File: config.mk
export PLATFORM = sky130hd
export DESIGN_NAME = sprite_plot_scheduler_flat
export DESIGN_NICKNAME = d
export VERILOG_FILES = /design/src/rtl/sprite_plot_scheduler_pkg.sv /design/src/rtl/sprite_plot_scheduler_if.sv /design/src/rtl/sprite_plot_scheduler_plot_mux.sv /design/src/rtl/sprite_plot_scheduler.sv /design/src/flat_wrapper.sv
export SDC_FILE = /design/constraint.sdc
export NUM_CORES = 1
export LEC_CHECK = 0
export CAP_MARGIN = 25
export CORE_ASPECT_RATIO = 1.4
export CORE_MARGIN = 3
export CORE_UTILIZATION = 37
export DETAILED_ROUTE_END_ITERATION = 12
export PLACE_DENSITY = 0.86
export SYNTH_ARGS = -nofsm -noshare
export SYNTH_HDL_FRONTEND = slang
export SYNTH_SLANG_ARGS = --single-unit
export TNS_END_PERCENT = 100
File: constraint.sdc
create_clock -name clock -period 1.85 [get_ports clock]
set_input_delay 0.185 -clock clock [delete_from_list [all_inputs] [get_ports clock]]
set_output_delay 0.185 -clock clock [all_outputs]
set_load 0.005 [all_outputs]
File: src/rtl/sprite_plot_scheduler_pkg.sv
// Shared widths, colours and state encoding for the sprite plot scheduler.
// Screen is 160x120 with 3-bit colour.
package sprite_plot_scheduler_pkg;
    localparam int NUM_SPRITES = 7;
    localparam int X_W         = 8;
    localparam int Y_W         = 7;
    localparam int COLOUR_W    = 3;
    localparam int TIMEOUT     = 63;
    localparam int IDX_W       = $clog2(NUM_SPRITES + 1);
    localparam int CNT_W       = $clog2(TIMEOUT + 1);

    localparam logic [COLOUR_W-1:0] ERASE_COLOUR = 3'b000;

    typedef enum logic [2:0] {
        S_IDLE,
        S_SELECT,
        S_ERASE_START,
        S_ERASE_WAIT,
        S_ADVANCE,
        S_DRAW_START,
        S_DRAW_WAIT,
        S_FRAME_END
    } state_t;
endpackage

File: src/rtl/sprite_plot_scheduler_if.sv
// Bundle between the scheduler, the sprite drawers and the VGA adapter.
// master = scheduler side, slave = drawers / frame counter / adapter side.
interface sprite_plot_scheduler_if;
    import sprite_plot_scheduler_pkg::*;

    logic                            frame_tick;
    logic [NUM_SPRITES-1:0]          slot_en;
    logic [NUM_SPRITES*COLOUR_W-1:0] slot_colour;
    logic [NUM_SPRITES-1:0]          spr_start;
    logic                            spr_erase;
    logic [NUM_SPRITES-1:0]          spr_advance;
    logic [NUM_SPRITES*X_W-1:0]      spr_x;
    logic [NUM_SPRITES*Y_W-1:0]      spr_y;
    logic [NUM_SPRITES-1:0]          spr_valid;
    logic [NUM_SPRITES-1:0]          spr_done;
    logic [X_W-1:0]                  vga_x;
    logic [Y_W-1:0]                  vga_y;
    logic [COLOUR_W-1:0]             vga_colour;
    logic                            vga_plot;
    logic                            busy;
    logic                            frame_done;
    logic                            overrun;
    logic                            timeout_err;

    modport master (
        input  frame_tick, slot_en, slot_colour,
        input  spr_x, spr_y, spr_valid, spr_done,
        output spr_start, spr_erase, spr_advance,
        output vga_x, vga_y, vga_colour, vga_plot,
        output busy, frame_done, overrun, timeout_err
    );

    modport slave (
        output frame_tick, slot_en, slot_colour,
        output spr_x, spr_y, spr_valid, spr_done,
        input  spr_start, spr_erase, spr_advance,
        input  vga_x, vga_y, vga_colour, vga_plot,
        input  busy, frame_done, overrun, timeout_err
    );
endinterface

File: src/rtl/sprite_plot_scheduler_plot_mux.sv
// Selects the granted drawer's pixel/done from the packed buses and
// registers the plot port, so only the granted slot can ever reach VGA.
module sprite_plot_scheduler_plot_mux
    import sprite_plot_scheduler_pkg::*;
(
    input  logic                            i_clk,
    input  logic                            i_rst,
    input  logic [IDX_W-1:0]                i_sel,
    input  logic                            i_active,
    input  logic [COLOUR_W-1:0]             i_colour,
    input  logic [NUM_SPRITES*X_W-1:0]      i_x,
    input  logic [NUM_SPRITES*Y_W-1:0]      i_y,
    input  logic [NUM_SPRITES-1:0]          i_valid,
    input  logic [NUM_SPRITES-1:0]          i_done,
    output logic                            o_done,
    output logic [X_W-1:0]                  o_x,
    output logic [Y_W-1:0]                  o_y,
    output logic [COLOUR_W-1:0]             o_colour,
    output logic                            o_plot
);
    logic           w_hit;
    logic [X_W-1:0] w_x;
    logic [Y_W-1:0] w_y;
    logic           r_plot;
    logic [X_W-1:0] r_x;
    logic [Y_W-1:0] r_y;
    logic [COLOUR_W-1:0] r_colour;

    assign w_hit  = i_active && i_valid[i_sel];
    assign w_x    = i_x[i_sel*X_W +: X_W];
    assign w_y    = i_y[i_sel*Y_W +: Y_W];
    assign o_done = i_done[i_sel];

    // One-cycle plot register; coordinates hold between plots.
    always_ff @(posedge i_clk or posedge i_rst) begin
        if (i_rst) begin
            r_plot   <= 1'b0;
            r_x      <= '0;
            r_y      <= '0;
            r_colour <= '0;
        end else begin
            r_plot <= w_hit;
            if (w_hit) begin
                r_x      <= w_x;
                r_y      <= w_y;
                r_colour <= i_colour;
            end
        end
    end

    assign o_plot   = r_plot;
    assign o_x      = r_x;
    assign o_y      = r_y;
    assign o_colour = r_colour;
endmodule

File: src/rtl/sprite_plot_scheduler.sv
// Per-frame erase/advance/redraw sequencer sharing one VGA plot port
// among the sprite drawers; slots are visited in index order.
module sprite_plot_scheduler
    import sprite_plot_scheduler_pkg::*;
(
    input  logic clock,
    input  logic reset,
    sprite_plot_scheduler_if.master bus
);
    state_t                 r_state;
    logic [IDX_W-1:0]       r_idx;
    logic [CNT_W-1:0]       r_cnt;
    logic                   r_pending;
    logic [NUM_SPRITES-1:0] r_en_q;
    logic [NUM_SPRITES-1:0] r_start;
    logic [NUM_SPRITES-1:0] r_advance;
    logic                   r_erase;
    logic                   r_busy;
    logic                   r_frame_done;
    logic                   r_overrun;
    logic                   r_timeout;

    logic [IDX_W-1:0]    w_sel;
    logic                w_wait;
    logic                w_done;
    logic                w_expired;
    logic                w_pass_end;
    logic [COLOUR_W-1:0] w_colour;
    logic [X_W-1:0]      w_vga_x;
    logic [Y_W-1:0]      w_vga_y;
    logic [COLOUR_W-1:0] w_vga_colour;
    logic                w_vga_plot;

    // idx parks at NUM_SPRITES at frame end; keep selects in range.
    assign w_sel      = (r_idx < IDX_W'(NUM_SPRITES)) ? r_idx : '0;
    assign w_wait     = (r_state == S_ERASE_WAIT) || (r_state == S_DRAW_WAIT);
    assign w_colour   = r_erase ? ERASE_COLOUR
                                : bus.slot_colour[w_sel*COLOUR_W +: COLOUR_W];
    assign w_expired  = (r_cnt == CNT_W'(TIMEOUT - 1));
    // First WAIT cycle sees the drawer's stale done from its last walk.
    assign w_pass_end = ((r_cnt != '0) && w_done) || w_expired;

    sprite_plot_scheduler_plot_mux u_plot_mux (
        .i_clk    (clock),
        .i_rst    (reset),
        .i_sel    (w_sel),
        .i_active (w_wait),
        .i_colour (w_colour),
        .i_x      (bus.spr_x),
        .i_y      (bus.spr_y),
        .i_valid  (bus.spr_valid),
        .i_done   (bus.spr_done),
        .o_done   (w_done),
        .o_x      (w_vga_x),
        .o_y      (w_vga_y),
        .o_colour (w_vga_colour),
        .o_plot   (w_vga_plot)
    );

    // Sequencer with registered start/advance/frame pulses and sticky flags.
    always_ff @(posedge clock or posedge reset) begin
        if (reset) begin
            r_state      <= S_IDLE;
            r_idx        <= '0;
            r_cnt        <= '0;
            r_pending    <= 1'b0;
            r_en_q       <= '0;
            r_start      <= '0;
            r_advance    <= '0;
            r_erase      <= 1'b0;
            r_busy       <= 1'b0;
            r_frame_done <= 1'b0;
            r_overrun    <= 1'b0;
            r_timeout    <= 1'b0;
        end else begin
            r_start      <= '0;
            r_advance    <= '0;
            r_frame_done <= 1'b0;
            if (r_state != S_IDLE && bus.frame_tick) begin
                if (r_pending) r_overrun <= 1'b1;
                else           r_pending <= 1'b1;
            end
            unique case (r_state)
                S_IDLE: begin
                    if (bus.frame_tick || r_pending) begin
                        r_en_q    <= bus.slot_en;
                        r_idx     <= '0;
                        r_pending <= 1'b0;
                        r_busy    <= 1'b1;
                        r_state   <= S_SELECT;
                    end
                end
                S_SELECT: begin
                    if (r_idx == IDX_W'(NUM_SPRITES)) begin
                        r_frame_done <= 1'b1;
                        r_state      <= S_FRAME_END;
                    end else if (r_en_q[w_sel]) begin
                        r_start[w_sel] <= 1'b1;
                        r_erase        <= 1'b1;
                        r_state        <= S_ERASE_START;
                    end else begin
                        r_idx <= r_idx + 1'b1;
                    end
                end
                S_ERASE_START: begin
                    r_cnt   <= '0;
                    r_state <= S_ERASE_WAIT;
                end
                S_ERASE_WAIT: begin
                    if (w_pass_end) begin
                        if (w_expired) r_timeout <= 1'b1;
                        r_advance[w_sel] <= 1'b1;
                        r_erase          <= 1'b0;
                        r_state          <= S_ADVANCE;
                    end else begin
                        r_cnt <= r_cnt + 1'b1;
                    end
                end
                S_ADVANCE: begin
                    r_start[w_sel] <= 1'b1;
                    r_state        <= S_DRAW_START;
                end
                S_DRAW_START: begin
                    r_cnt   <= '0;
                    r_state <= S_DRAW_WAIT;
                end
                S_DRAW_WAIT: begin
                    if (w_pass_end) begin
                        if (w_expired) r_timeout <= 1'b1;
                        r_idx   <= r_idx + 1'b1;
                        r_state <= S_SELECT;
                    end else begin
                        r_cnt <= r_cnt + 1'b1;
                    end
                end
                S_FRAME_END: begin
                    r_busy  <= 1'b0;
                    r_state <= S_IDLE;
                end
                default: r_state <= S_IDLE;
            endcase
        end
    end

    assign bus.spr_start   = r_start;
    assign bus.spr_erase   = r_erase;
    assign bus.spr_advance = r_advance;
    assign bus.vga_x       = w_vga_x;
    assign bus.vga_y       = w_vga_y;
    assign bus.vga_colour  = w_vga_colour;
    assign bus.vga_plot    = w_vga_plot;
    assign bus.busy        = r_busy;
    assign bus.frame_done  = r_frame_done;
    assign bus.overrun     = r_overrun;
    assign bus.timeout_err = r_timeout;
endmodule

File: src/flat_wrapper.sv
// flat-port wrapper written by rule: the top's interface ports become plain ports
module sprite_plot_scheduler_flat import sprite_plot_scheduler_pkg::*;
  (clock, reset, bus_frame_tick, bus_slot_en, bus_slot_colour, bus_spr_x, bus_spr_y, bus_spr_valid, bus_spr_done, bus_spr_start, bus_spr_erase, bus_spr_advance, bus_vga_x, bus_vga_y, bus_vga_colour, bus_vga_plot, bus_busy, bus_frame_done, bus_overrun, bus_timeout_err);
  sprite_plot_scheduler_if bus_i ();
  input  logic clock;
  input  logic reset;
  input wire logic [$bits(bus_i.frame_tick)-1:0] bus_frame_tick;
  input wire logic [$bits(bus_i.slot_en)-1:0] bus_slot_en;
  input wire logic [$bits(bus_i.slot_colour)-1:0] bus_slot_colour;
  input wire logic [$bits(bus_i.spr_x)-1:0] bus_spr_x;
  input wire logic [$bits(bus_i.spr_y)-1:0] bus_spr_y;
  input wire logic [$bits(bus_i.spr_valid)-1:0] bus_spr_valid;
  input wire logic [$bits(bus_i.spr_done)-1:0] bus_spr_done;
  output wire logic [$bits(bus_i.spr_start)-1:0] bus_spr_start;
  output wire logic [$bits(bus_i.spr_erase)-1:0] bus_spr_erase;
  output wire logic [$bits(bus_i.spr_advance)-1:0] bus_spr_advance;
  output wire logic [$bits(bus_i.vga_x)-1:0] bus_vga_x;
  output wire logic [$bits(bus_i.vga_y)-1:0] bus_vga_y;
  output wire logic [$bits(bus_i.vga_colour)-1:0] bus_vga_colour;
  output wire logic [$bits(bus_i.vga_plot)-1:0] bus_vga_plot;
  output wire logic [$bits(bus_i.busy)-1:0] bus_busy;
  output wire logic [$bits(bus_i.frame_done)-1:0] bus_frame_done;
  output wire logic [$bits(bus_i.overrun)-1:0] bus_overrun;
  output wire logic [$bits(bus_i.timeout_err)-1:0] bus_timeout_err;
  assign bus_i.frame_tick = bus_frame_tick;
  assign bus_i.slot_en = bus_slot_en;
  assign bus_i.slot_colour = bus_slot_colour;
  assign bus_i.spr_x = bus_spr_x;
  assign bus_i.spr_y = bus_spr_y;
  assign bus_i.spr_valid = bus_spr_valid;
  assign bus_i.spr_done = bus_spr_done;
  assign bus_spr_start = bus_i.spr_start;
  assign bus_spr_erase = bus_i.spr_erase;
  assign bus_spr_advance = bus_i.spr_advance;
  assign bus_vga_x = bus_i.vga_x;
  assign bus_vga_y = bus_i.vga_y;
  assign bus_vga_colour = bus_i.vga_colour;
  assign bus_vga_plot = bus_i.vga_plot;
  assign bus_busy = bus_i.busy;
  assign bus_frame_done = bus_i.frame_done;
  assign bus_overrun = bus_i.overrun;
  assign bus_timeout_err = bus_i.timeout_err;
  sprite_plot_scheduler u_core (.clock(clock), .reset(reset), .bus(bus_i));
endmodule
; ---- Word-level counts from Yosys, hierarchy flattened
; Index checks and enable logic that the tools add are counted.
[word_totals]
regBits = 58
wordCells = 106
out_inout_bits = 38
in_bits = 150
[op_classes]
n_lt_le_gt_ge = 3
n_eq_ne = 17
shift = 3
addsub = 2
multipliers = 2
n_reduce_logical = 24
mux = 39
[op_table]
columns = operator, count
row1 = 56-bit by 7-bit variable part select with 8-bit output, 1
row2 = 49-bit by 7-bit variable part select with 7-bit output, 1
row3 = 3-bit two-way mux, 11
row4 = 7-bit two-way mux, 4
row5 = 3-bit case mux with 8 select lines, 1
row6 = 21-bit by 6-bit variable part select with 3-bit output, 1
row7 = "3-bit == test, second input constant", 5
row8 = 7-bit case mux with 2 select lines, 1
row9 = 1-bit two-way mux, 13
row10 = 6-bit case mux with 2 select lines, 1
row11 = 1-bit binary-select mux with 3-bit select, 3
row12 = 3-bit case mux with 3 select lines, 1
row13 = "2-bit by 1-bit != test with 1-bit output, second input constant", 4
row14 = 2-bit AND reduction, 4
row15 = 4-bit AND reduction, 2
row16 = "6-bit by 1-bit adder with 6-bit output, second input constant", 1
row17 = "3-bit by 2-bit == test with 1-bit output, second input constant", 2
row18 = "6-bit == test, second input constant", 1
row19 = "3-bit by 3-bit multiplier with 6-bit output, second input constant", 1
row20 = 6-bit two-way mux, 1
row21 = "2-bit != test, second input constant", 3
row22 = 2-bit nonzero test, 3
row23 = 3-bit nonzero test, 2
row24 = 6-bit nonzero test, 1
row25 = 15 further kinds, 22

; ---- Longest topological paths before layout
[depth]
word_depth = 9
depth_mapped = 10

; ---- By module
; A second synthesis with hierarchy kept.
[hier_totals]
cells_unflattened = 330
area_unflattened_um2 = 3774.9
[by_module_without_submodules]
columns = module, cells_each, instances, seq_area_each_um2, area_per_inst_um2
row1 = sprite_plot_scheduler, 205, 1, 975.9, 2040.7
row2 = sprite_plot_scheduler_plot_mux, 125, 1, 475.5, 1734.2

; ---- Worst setup path after synthesis
; Ideal clock, no wire load.
[synth_path]
path_kind = reg-to-reg
startpoint = reg u_core.r_cnt[0]
endpoint = reg u_core.r_idx[1]
path_slack_ns = -0.149
arrival_ns = 1.917
path_stages_with_launch = 8
synth_period_minus_slack_ns = 1.999
required_ns = 1.768
cell_sequence = dfrtp_1 inv_1 ha_1 or4b_1 o21ai_2 o21ai_2 a211oi_4 mux2i_1
[synth_between]
elab_chain_cells = 5
word_cells_on_any_way = 6
cone_classes = eq/ne (2) / reduce/logical (4)
[synth_rtl]
columns = item, line
row1 = from (decl), sprite_plot_scheduler.sv:12  ; logic [CNT_W-1:0] r_cnt;
row2 = from (signal assigned), sprite_plot_scheduler.sv:116  ; r_cnt <= r_cnt + 1'b1;
row3 = from (signal assigned), sprite_plot_scheduler.sv:133  ; r_cnt <= r_cnt + 1'b1;
row4 = 6-bit nonzero test, sprite_plot_scheduler.sv:41  ; assign w_pass_end = ((r_cnt != '0) && w_done) || w_expired;
row5 = 1-bit logical AND, sprite_plot_scheduler.sv:41
row6 = 1-bit logical OR (*), sprite_plot_scheduler.sv:41
row7 = 2-bit by 1-bit != test with 1-bit output (no source line) (*), n/a
row8 = 5-bit AND reduction (no source line) (*), n/a
row9 = to (signal assigned), sprite_plot_scheduler.sv:102  ; r_idx <= r_idx + 1'b1;
row10 = to (signal assigned), sprite_plot_scheduler.sv:130  ; r_idx <= r_idx + 1'b1;
row11 = to (decl), sprite_plot_scheduler.sv:11  ; logic [IDX_W-1:0] r_idx;
; Mark *: on every way between the ends. The rest lies on a longest branch, timed or not.
; A chain may end at the register's enable or synchronous reset.

; ---- Worst setup path after layout
[layout_path]
startpoint = reg u_core.r_cnt[0]
endpoint = reg u_core.r_cnt[5]
[layout_between]
elab_chain_cells = 5
word_cells_on_any_way = 9
cone_classes = add/sub (1) / eq/ne (2) / mux (2) / reduce/logical (4)
[layout_rtl]
columns = item
row1 = "parallel branches: the longest is 5 deep, another holds 6-bit by 1-bit adder with 6-bit output"
; Several ways; the timed one is not identified. The select of a mux whose other input is x is not followed.

==> impl_metrics.py <==
metrics = {
    "run_status": {
        "status": "finished, violations left",
        "violations": "setup timing",
    },
    "clocking": {
        "cts_tree": "yes",
        "cts_root_buf": "clkbuf_16",
        "clock_latency_ns": 0.32,
        "ctsHoldBuffers": 0,
        "clk_pin_slew_ns": 0.05,
        "cts_made_buffers": 9,
        "cts_sinks": 58,
        "cts.path.max_buffers": 2,
        "h-tree-depth": 3,
    },
    "layout": {
        "layout.nets": 787,
        "drive_above_1_share_pct": 34.5,
        "multi_input_area_um2": 2540,
        "register_area_um2": 1460,
        "final_cell_mix": "clkdlybuf4s50_1, dfrtp_1, buf_4",
        "final_common_cell": "clkdlybuf4s50_1",
        "syn2layout_area_growth_pct": 86.1,
        "nFillCells": 673,
        "stdcell_area_um2": 7130,
        "finalNonFillerCells": 772,
        "diodes": 0,
    },
    "sta": {
        "maxSlewViolCount": 0,
        "timing.fmax_mhz": 490,
        "period_minus_slack_ns": 2.04,
        "tightest_slew_ns": 0.665,
        "tns_ns": -3.37,
        "rsz0062_at_grt": "true",
        "period_share_pct": 110,
        "setup_viol": 45,
        "hold_viol_final": 0,
        "holdWs_ns": 0.264,
        "fin_skew_ns": 0.00776,
        "slew_headroom_pct": 55.7,
        "fin_ws_ns": -0.190,
    },
    "pwr": {
        "pwr_density_cell_nw_per_um2": 1480,
        "peakVddDrop_mv": 0.986,
        "leakage_nw": 2.84,
    },
    "critical_path": {
        "critPathArrivalTime_ns": 2.28,
        "worstSetupEndpoint": "u_core.r_cnt[5]",
        "worstSetupPathType": "register to register",
        "critPathMaxStageDelay_ns": 0.36,
        "crit_slowest_cell": "dfrtp_1",
        "rrSetupSlack_ns": -0.19,
        "critPathLaunchType": "register",
        "r2r_start": "u_core.r_cnt[0]",
        "reg2regPathDepth": 9,
        "worstSetupStartpoint": "u_core.r_cnt[0]",
        "worstPathCellList": "inv_2 -> buf_4 -> ha_1 -> nand2_1 -> or2_2 -> nor2b_1 -> o21ai_4 -> nor4_4 -> mux2i_1",
        "cp_max_fo": 7,
        "cp_data_required_time_ns": 2.09,
        "r2r-end": "u_core.r_cnt[5]",
        "end_kind": "register",
    },
    "drt": {
        "drt-total-wl_um": 15800,
        "drtIter0Drc": 279,
        "drc": 0,
        "ant_nets": 0,
        "wire_per_inst_um": 20.4,
        "num_vias": 4364,
        "drt_first_pass_iters": 8,
        "vias_per_cell": 5.65,
    },
    "synthesis": {
        "syn_area_um2": 3830,
        "syn_inst": 389,
        "yosys_most_used_dff": "dfrtp_1",
        "synth_edf_count": 0,
        "ys_warn_count": 0,
        "netlist-cell-type-count": 56,
        "synth_nets": 544,
        "synth.avg_cell_area_um2": 9.85,
        "yosysSeqAreaShare_pct": 37.9,
        "ys_ff_latch": 58,
        "async_flop_share_pct": 100,
    },
    "global_route": {
        "grt_antenna_before_repair": 0,
        "grt_pass1_wl_um": 23800,
        "grt.total_usage_pct": 25.9,
        "grt_pass1_vias": 4655,
        "overflow": 0,
        "grt_max_degree": 41,
    },
    "placed_design": {
        "io_buffer_count": 187,
        "place_hpwl_um": 11300,
        "gp_congestion": 0.918,
        "placedCellCount": 740,
        "dpl_cell_area_um2": 6190,
    },
    "floorplanning": {
        "fp.dieW_um": 92.0,
        "io_pins": 188,
        "core_area_um2": 10000,
        "num_rows": 43,
        "die_area_um2": 11600,
        "die_y_um": 126,
        "initial_utilization_pct": 38.3,
    },
    "worst_hold_path": {
        "min_path_type": "input pin to async pin",
    },
    "run": {
        "max_cap_viol_count": 0,
    },
}
==> what timing repair did <==
action                                  in CTS  in global routing
endpoints found under the hold margin        0                  0
pin swaps                                   11                 10
endpoints found under the setup margin      43                 45
setup buffers                               12                  4
gates resized for setup                     66                 52
==> how the worst min path moves through the flow <==
stage,end,depth (start not counted),start
final,u_core.bus.spr_advance[2],3,reset
after global routing,u_core.bus.spr_advance[2],3,reset
after CTS,u_core.bus.spr_start[2],3,reset
after detailed placement,u_core.bus.overrun,1,u_core.bus.overrun
after global placement,u_core.bus.overrun,1,u_core.bus.overrun
after floorplan,u_core.bus.overrun,2,bus_frame_tick
==> per-layer routing <==
layer / global-route usage, % / vias up / routed length [um]
met5: 0 / - / 0
met4: 14.5 / 0 / 831
met3: 6.82 / 66 / 1130
met2: 46.4 / 234 / 8200
met1: 27.2 / 2111 / 5620
li1: - / 1953 / -
==> power breakdown <==
group          internal, mW  leakage (nW)  total (mW)  switching (mW)
clock network          1.35         0.167        1.93           0.575
registers              1.71         0.723        2.07           0.361
logic                  3.44          1.95        6.53            3.09
==> area by class of cell <==
cell class	count	share of cell area, %
Timing Repair Buffer	259	36.1
Multi-Input combinational cell	294	35.7
Clock inverter	4	1.39
Sequential cell	58	20.4
Inverter	10	0.579
Clock buffer	12	3.46
Tap cell	135	2.37
==> cells in the mapped netlist, types with 2 or more instances <==
cell type | count | area [um^2]
a221oi_1 | 9 | 78.8
nand2_1 | 16 | 60.1
o22ai_1 | 10 | 62.6
o21bai_1 | 2 | 15.0
a21o_1 | 2 | 15.0
buf_1 | 2 | 7.51
buf_6 | 4 | 45.0
dfrtp_1 | 58 | 1450
o221ai_1 | 12 | 105
buf_4 | 6 | 45.0
inv_1 | 9 | 33.8
or3_1 | 2 | 12.5
a2bb2oi_1 | 2 | 17.5
a221o_1 | 2 | 20.0
a22o_1 | 3 | 26.3
nand2b_1 | 5 | 31.3
o31ai_1 | 2 | 15.0
a211oi_4 | 2 | 40.0
or2_2 | 2 | 12.5
a21oi_1 | 35 | 175
o211ai_1 | 4 | 30.0
nor2b_1 | 3 | 18.8
ha_1 | 5 | 62.6
nor3_1 | 10 | 50.1
mux2i_1 | 20 | 200
clkbuf_1 | 9 | 33.8
o21ai_2 | 4 | 35.0
a21oi_2 | 9 | 78.8
buf_2 | 5 | 25.0
nor3_2 | 5 | 50.1
mux2_2 | 42 | 473
o21ai_1 | 2 | 10.0
a22oi_1 | 8 | 60.1
nand3_1 | 10 | 50.1
o21ai_0 | 12 | 60.1
nor2_1 | 36 | 135
==> cells by family after synthesis <==
family          share of synthesized area, %
flops                                   37.9
compound gates                          24.2
mux                                     17.9
simple gates                            12.5
fa+ha+maj                               1.93
buf+inv                                 5.59
==> sequential cells by signal, indices dropped and copies added (netlist names), 3 cells and up <==
signal                      flops
u_core.u_plot_mux.o_x           8
u_core.r_cnt                    6
u_core.bus.spr_advance          7
u_core.bus.spr_start            7
u_core.u_plot_mux.o_colour      3
u_core.r_state                  3
u_core.r_en_q                   7
u_core.r_idx                    3
u_core.u_plot_mux.o_y           7
==> stage by stage <==
| stage | setup slack, ns | total power, mW | utilization (%) |
|---|---|---|---|
| 3_5_place_dp | -0.223 | 7.12 | 61.8 |
| 4_1_cts | -0.155 | 9.84 | 68.8 |
| 5_1_grt | -0.355 | 11.1 | 71.2 |
| 6_report | -0.190 | 10.5 | 71.2 |
| 2_1_floorplan | -0.0886 | 5.09 | - |
| 3_3_place_gp | -0.175 | 6.91 | 61.8 |
==> critical path, delay by kind of cell, from the launching register on <==
kind,cells,cell delay [ns]
AOI/OAI and AO/OA,1,0.17
adders and majority gates,1,0.20
buffers and inverters,2,0.20
DFF,1,0.36
muxes,1,0.23
and+or+nand+nor,4,0.79
Note: power is estimated with default switching activity, not from simulation.
